<file path="config.mk">
export PLATFORM = sky130hd
export DESIGN_NAME = vip_gray_pixel_packer
export DESIGN_NICKNAME = d
export VERILOG_FILES = /design/src/rtl/vip_gray_pixel_packer.sv
export SDC_FILE = /design/constraint.sdc
export NUM_CORES = 1
export LEC_CHECK = 0
export ABC_AREA = 1
export CORE_ASPECT_RATIO = 1.25
export CORE_UTILIZATION = 38
export CTS_CLUSTER_DIAMETER = 200
export CTS_CLUSTER_SIZE = 20
export DETAILED_ROUTE_END_ITERATION = 6
export PLACE_DENSITY = 0.62
export SYNTH_ARGS = -nofsm -noshare
export SYNTH_HDL_FRONTEND = slang
export SYNTH_SLANG_ARGS = --single-unit
</file>
<file path="constraint.sdc">
create_clock -name clk -period 3.3 [get_ports clk]
set_input_delay 0.33 -clock clk [delete_from_list [all_inputs] [get_ports clk]]
set_output_delay 0.33 -clock clk [all_outputs]
set_load 0.03 [all_outputs]
</file>
<file path="src/rtl/vip_gray_pixel_packer.sv">
// Gray pixel packer: groups four filtered 8-bit pixels into 32-bit words,
// tags frame start / line end, and buffers the words in a first-word-fall-
// through FIFO behind a valid/ready master port. Dropped words are counted.
module vip_gray_pixel_packer #(
  parameter logic [9:0] IMG_HDISP  = 10'd640,
  parameter logic [9:0] IMG_VDISP  = 10'd480,
  parameter int         FIFO_DEPTH = 16
) (
  input  logic        clk,
  input  logic        rst_n,
  input  logic        per_frame_vsync,
  input  logic        per_frame_href,
  input  logic        per_frame_clken,
  input  logic [7:0]  per_img_Y,
  output logic [31:0] m_tdata,
  output logic        m_tvalid,
  input  logic        m_tready,
  output logic        m_tuser,
  output logic        m_tlast,
  output logic        frame_done,
  output logic [15:0] ovf_cnt
);

  localparam int AW = $clog2(FIFO_DEPTH);

  // Packing state. 'armed' keeps packing off until a vsync rising edge has
  // been seen since reset.
  logic        vsync_p1;
  logic        href_p1;
  logic        armed;
  logic [1:0]  lane;
  logic [9:0]  x;
  logic [9:0]  y;
  logic [23:0] pack;

  logic        vs_rise;
  logic        pix_ok;
  logic        href_fall;

  logic        push_req;
  logic [31:0] push_data;
  logic        push_user;
  logic        push_last;

  // FIFO storage: {tuser, tlast, tdata}; pointers carry one wrap bit.
  logic [33:0] mem [FIFO_DEPTH];
  logic [AW:0] wr_ptr;
  logic [AW:0] rd_ptr;
  logic        empty;
  logic        full;
  logic        do_pop;
  logic        do_write;
  logic [33:0] head;

  assign vs_rise   = per_frame_vsync && !vsync_p1;
  assign pix_ok    = armed && !vs_rise && per_frame_vsync && per_frame_href && per_frame_clken;
  assign href_fall = armed && !vs_rise && href_p1 && !per_frame_href;

  // Decide whether a word leaves the packer this cycle and what it contains.
  always_comb begin
    push_req  = 1'b0;
    push_data = 32'd0;
    push_user = 1'b0;
    push_last = 1'b0;
    if (pix_ok && lane == 2'd3) begin
      push_req  = 1'b1;
      push_data = {per_img_Y, pack};
      push_user = (y == 10'd0) && (x == 10'd3);
      push_last = (x == IMG_HDISP - 10'd1);
    end else if (href_fall && lane != 2'd0) begin
      // Short line: unused upper lanes are zero-padded.
      push_req  = 1'b1;
      push_user = (y == 10'd0) && (x < 10'd4);
      push_last = 1'b1;
      case (lane)
        2'd1:    push_data = {24'd0, pack[7:0]};
        2'd2:    push_data = {16'd0, pack[15:0]};
        default: push_data = {8'd0, pack[23:0]};
      endcase
    end
  end

  // Position counters, edge-detect history, frame-done pulse.
  always_ff @(posedge clk or negedge rst_n) begin
    if (!rst_n) begin
      vsync_p1   <= 1'b0;
      href_p1    <= 1'b0;
      armed      <= 1'b0;
      lane       <= 2'd0;
      x          <= 10'd0;
      y          <= 10'd0;
      frame_done <= 1'b0;
    end else begin
      vsync_p1   <= per_frame_vsync;
      href_p1    <= per_frame_href;
      frame_done <= push_req && push_last && (y == IMG_VDISP - 10'd1);
      if (vs_rise) begin
        armed <= 1'b1;
        lane  <= 2'd0;
        x     <= 10'd0;
        y     <= 10'd0;
      end else if (pix_ok) begin
        if (x == IMG_HDISP - 10'd1) begin
          x    <= 10'd0;
          lane <= 2'd0;
          if (y != IMG_VDISP - 10'd1) y <= y + 10'd1;
        end else begin
          x    <= x + 10'd1;
          lane <= lane + 2'd1;
        end
      end else if (href_fall && (lane != 2'd0 || x != 10'd0)) begin
        x    <= 10'd0;
        lane <= 2'd0;
        if (y != IMG_VDISP - 10'd1) y <= y + 10'd1;
      end
    end
  end

  // Byte-lane capture for the first three pixels of a group.
  always_ff @(posedge clk) begin
    if (pix_ok) begin
      case (lane)
        2'd0:    pack[7:0]   <= per_img_Y;
        2'd1:    pack[15:8]  <= per_img_Y;
        2'd2:    pack[23:16] <= per_img_Y;
        default: pack        <= pack;
      endcase
    end
  end

  // ---- stage boundary: packer -> FIFO ----
  assign empty    = (wr_ptr == rd_ptr);
  assign full     = (wr_ptr[AW] != rd_ptr[AW]) && (wr_ptr[AW-1:0] == rd_ptr[AW-1:0]);
  assign do_pop   = !empty && m_tready;
  assign do_write = push_req && (!full || do_pop);
  assign head     = mem[rd_ptr[AW-1:0]];

  // FIFO storage write.
  always_ff @(posedge clk) begin
    if (do_write) mem[wr_ptr[AW-1:0]] <= {push_user, push_last, push_data};
  end

  // FIFO pointers and saturating overflow counter.
  always_ff @(posedge clk or negedge rst_n) begin
    if (!rst_n) begin
      wr_ptr  <= '0;
      rd_ptr  <= '0;
      ovf_cnt <= 16'd0;
    end else begin
      if (do_write) wr_ptr <= wr_ptr + (AW+1)'(1);
      if (do_pop)   rd_ptr <= rd_ptr + (AW+1)'(1);
      if (push_req && !do_write && ovf_cnt != 16'hFFFF) ovf_cnt <= ovf_cnt + 16'd1;
    end
  end

  // ---- stage boundary: FIFO head -> master port ----
  assign m_tvalid = !empty;
  assign m_tdata  = empty ? 32'd0 : head[31:0];
  assign m_tlast  = !empty && head[32];
  assign m_tuser  = !empty && head[33];

endmodule

</file>
After elaboration in Yosys (flattened, before gate mapping)
Memories as Yosys holds them, arrays and structs flattened.
Cells that the tools add are included.
{ "classes": {"mux": 24, "add_sub_neg": 6, "magnitude_cmp": 1, "eq_ne": 12, "reduce_logical": 38} }
{ "ops": {"columns": ["operator", "n"], "rows": [
  ["$mux 10", 9],
  ["$mux 32", 2],
  ["$pmux 24 s2", 1],
  ["$mux 24", 1],
  ["$logic_and 1x1->1", 21],
  ["$add 10x1->10 const B", 2],
  ["$add 16x1->16 const B", 1],
  ["$ne 16x16->1 const B", 1],
  ["$add 5x1->5 const B", 2],
  ["$eq 10x10->1 const B", 1],
  ["$eq 10x2->1 const B", 1],
  ["$eq 10x9->1 const B", 1],
  ["$logic_not 10->1", 1],
  ["$lt 10x3->1 const B", 1],
  ["$ne 10x9->1 const B", 1],
  ["$reduce_bool 10->1", 1],
  ["$mux 2", 4],
  ["$reduce_and 2->1", 4],
  ["$mux 1", 7],
  ["$logic_not 1->1", 6],
  ["$eq 5x5->1", 1],
  ["$eq 2x2->1 const B", 2],
  ["$eq 4x4->1", 1],
  ["$ne 3x2->1 const B", 1],
  ["7 further kinds", 8]
]} }
{ "word_totals": {"mem_bits_rw": 544, "memories": 1, "elab_cells": 95, "regBits": 76, "output_inout_bits": 52} }
{ "mem_list": {"columns": ["memory", "depth", "word_bits", "rd", "rd_clocked_by_memory_dff", "write_ports", "line", "source"], "rows": [
  ["mem", 16, 34, 1, 0, 1, "46", "logic [33:0] mem [FIFO_DEPTH];"]
]} }

Logic depth before layout (Yosys ltp)
{ "depth": {"word_depth": 13, "ltp_mapped": 13} }

Least setup slack after synthesis
Ideal clock, no wire load.
{ "synth_path": {"kind": "register to register", "from": "register rd_ptr[0]", "to": "memory mem[0][0], enable pin", "stages_incl_launch_ff": 12, "arrival_ps": 2729, "setup_slack_ps": 146, "path_buffers": 2, "path_cell_list": "dfrtp_1 -> buf_4 -> inv_2 -> buf_6 -> nand2_2 -> nand2_4 -> nor2_8 -> nand3_4 -> nand2_2 -> inv_2 -> nand2_1 -> nor2_1"} }
{ "synth_between": {"elab_chain_cells": 7, "word_cells_on_any_way": 10, "cone_classes": "2 x eq/ne; 2 x mux; 6 x reduce/logical"} }
{ "synth_lines": {"columns": ["element", "line", "source"], "rows": [
  ["from (decl)", "48", "logic [AW:0] rd_ptr;"],
  ["from (signal assigned)", "151", "if (do_pop) rd_ptr <= rd_ptr + (AW+1)'(1);"],
  ["$eq 5x5->1 / $eq 4x4->1 (equally long branches)", "132, 133", null],
  ["$logic_not 1->1 / $logic_and 1x1->1 (equally long branches)", "134, 133", null],
  ["$logic_and 1x1->1 / $logic_not 1->1 (equally long branches)", "134, 135", null],
  ["$logic_or 1x1->1 *", "135", "assign do_write = push_req && (!full || do_pop);"],
  ["$logic_and 1x1->1 *", "135", null],
  ["$mux 1 *", "140", "if (do_write) mem[wr_ptr[AW-1:0]] <= {push_user, push_last, push_data};"],
  ["$mux 1 (implied by the code) *", "140", null],
  ["to (decl)", "46", null]
]} }
Every way passes the cells marked *; elsewhere a longest branch is shown, timed or not.

Final worst setup path
{ "layout_path": {"from": "register rd_ptr[1]", "to": "output port m_tuser"} }
{ "layout_between": {"elab_chain_cells": 3, "word_cells_on_any_way": 4, "cone_classes": "1 x eq/ne; 2 x reduce/logical; 1 x memory"} }
{ "layout_lines": {"columns": ["element", "line", "source"], "rows": [
  ["parallel branches: the longest is 2 deep, another holds $mem_v2 16x34", null, null],
  ["$logic_and 1x1->1 *", "160", "assign m_tuser = !empty && head[33];"],
  ["to (decl)", "18", "output logic m_tuser,"]
]} }
Every way passes the cells marked *.

==> flow_summary_export.csv <==
group,metric,value,unit
outcome,status,"completed",
final_layout,finalNetCount,2700,
cts,clock-sinks,620,
cts,clk_pin_slew_worst_paths,90,ps
floorplanning,die_y,299,um
timing,slew_viol_final,0,
setup_path,worstPathMaxFanout,75,
final_layout,stdcell_area,0.0300,mm^2
synthesis,ys_warn_count,0,
synthesis,yosys-top-cells-area,"edfxtp_1 (64%), nand2_1 (13%), dfrtp_1 (4.9%)",
synthesis,synth.distinct_cells,35,
floorplanning,dieArea,0.0715,mm^2
detailed_routing,wirelength,65700,um
global_routing,grt_pass1_vias,17700,
detailed_routing,vias_per_cell,4.99,
cts,h-tree-depth,2,
synthesis,ys_seq_area_share,68.6,%
power,p_leak,11.9,nW
timing,tns,0,ps
global_routing,grt_start_max_net_pins,88,
synthesis,syn_area_per_cell,10.3,um^2
timing,fin_crit_sh,95.7,%
synthesis,yosys.area.top_type,"edfxtp_1",
timing,rsz0062_at_grt,"false",
final_layout,fin_cells,3621,
final_layout,drive_gt1_share,8.19,%
synthesis,synth-seq-cells,620,
place,dpl.cell_count,3568,
final_layout,final_common_cell,"nand2_1",
setup_path,ff2ff_path_depth,10,
timing,tightest_slew,889,ps
job,maxCapViolCount,0,
detailed_routing,drtIter0Drc,1333,
timing,skew,18.5,ps
cts,clk-insertion-delay-late,560,ps
synthesis,synth-edff-count,568,
detailed_routing,drtPass1Iterations,6,
timing,finalSetupViolCount,0,
timing,slew_headroom,40.8,%
cts,cts_tree,"built",
cts,numCtsBuffers,36,
min_path,hold_depth,1,
cts,clock-root-buffer,"clkbuf_16",
timing,hold_viol,0,
power,peakVddDrop,0.000403,V
setup_path,worstPathRequired,2970,ps
floorplanning,initial_utilization,38.5,%
detailed_routing,ant_nets,0,
setup_path,ff2ff_setup_slack,460,ps
detailed_routing,avgRoutedWirePerCell,18.1,um
setup_path,worstSetupPathType,"flop to output pin",
place,placed_area,0.0289,mm^2
global_routing,grt_overflow,0,
synthesis,synth_top_area_share,63.7,%
synthesis,synth_ff_type,"edfxtp_1",
setup_path,setup.worst_path.end_class,"output pin",
global_routing,grt_pass1_wl,102000,um
setup_path,cp-start-kind,"flop",
synthesis,syn_inst,2592,
floorplanning,pin_count,66,
detailed_routing,vias,18100,
place,routabilityCongestion,0.849,
cts,clock_path_buffers,3,
floorplanning,rows,108,
power,powerDensity,721,mW/mm^2
final_layout,areaGrowthSynthToFinish,11.9,%
place,portBuffers,65,
floorplanning,core,0.0696,mm^2
final_layout,final_cell_mix,"nand2_1 (934), edfxtp_1 (568), nor2_1 (274), nand3_1 (193), inv_1 (171)",
synthesis,synth_area,0.0268,mm^2
final_layout,utilization,43.0,%
synthesis,ys_async_sr_fraction,8.39,%
timing,period_needed,3160,ps
setup_path,arrival,2830,ps
timing,max_freq,0.317,GHz
synthesis,syn_nets,2620,
detailed_routing,drc_errors,0,
min_path,min-delay-path-class,"input pin to flop",
place,place_hpwl,40200,um
global_routing,grt_usage,18.6,%
global_routing,antenna_found_initial,3,
floorplanning,die_w,239,um
through the flow:
step / hold slack, ps / setup WS (ps) / power (mW)
after floorplan: 34.4 / 146 / 14.6
after global placement: 464 / 48.0 / 17.3
after detailed placement: 461 / 231 / 17.3
after CTS: 269 / 81.2 / 21.8
after global routing: 278 / 1.93 / 22.9
final: 292 / 142 / 21.6
cell usage after synthesis (9+ instances only):
library cell / number
nand2_1: 934
edfxtp_1: 568
nor2_1: 291
nand3_1: 193
inv_1: 172
o21ai_0: 115
dfrtp_1: 52
clkbuf_1: 49
buf_2: 40
a21oi_1: 39
ha_1: 14
nand4_1: 14
buf_4: 13
buf_1: 12
xor2_1: 11
xnor2_1: 10
inv_2: 9
cell type report:
cell class / count / area, um^2
clock inverter: 2 / 17.5
sequential: 620 / 18400
antenna: 1 / 2.50
multi-input combinational: 1669 / 7260
inverter: 182 / 691
timing repair buffer: 163 / 1470
fill: 6511 / 39600
clock buffer: 49 / 971
tap: 935 / 1170
metal layers:
| layer | wire, um | global-route usage (%) | part of all wire (%) | up-vias |
|---|---|---|---|---|
| met5 | 0 | 0 | 0 | - |
| met4 | 1600 | 5.11 | 2.4 | 0 |
| met3 | 3500 | 1.88 | 5.3 | 85 |
| met2 | 33300 | 32.6 | 51 | 499 |
| met1 | 27300 | 24.4 | 42 | 8824 |
| li1 | - | - | - | 8678 |
kinds of logic after synthesis:
kind of cell    count (synthesis)  synth area share, %
buf+inv                       303                 4.81
simple gates                 1460                 21.9
flops                         620                 68.6
xor+xnor                       21                0.687
compound gates                174                 3.36
fa+ha+maj                      14                0.654
report_power, final:
part	switching, mW	internal [mW]
Clock	2.43	2.07
Combinational	5.71	2.54
Sequential	0.244	8.60
Total	8.38	13.2
worst paths after layout:
kind / from / end
worst max register to register: rd_ptr[1]$_DFFE_PN0P_ / mem[2][14]$_DFFE_PP_
max in group asynchronous: rst_n / y[8]$_DFFE_PN0P_
worst min-delay path: per_frame_href / href_p1$_DFF_PN0_
worst min register to register: y[4]$_DFFE_PN0P_ / y[4]$_DFFE_PN0P_
min in group asynchronous: rst_n / ovf_cnt[13]$_DFFE_PN0P_
worst max-delay path: rd_ptr[1]$_DFFE_PN0P_ / m_tuser
sequential cells by signal (all words and copies together), names as in the netlist:
name,count
pack,24
href_p1,1
rd_ptr,5
lane,2
mem,544
ovf_cnt,16
y,10
wr_ptr,5
frame_done,1
x,10
armed,1
vsync_p1,1
timing repair:
action,4_1_cts,5_1_grt
endpoints found under the hold margin,31,0
hold buffers,1,0
resized for setup,1,2
setup endpoints to repair,1,7
setup buffers,0,0
critical path, stage by stage (launching register included):
cell and delay [ps]:
dfrtp_4 680, inv_4 240, buf_12 380, nand3_1 130, nand2_1 80, nand2_1 50, nand2_1 70, inv_1 30
a21oi_1 340, buf_4 240
Power figures use the tool's default switching activity.
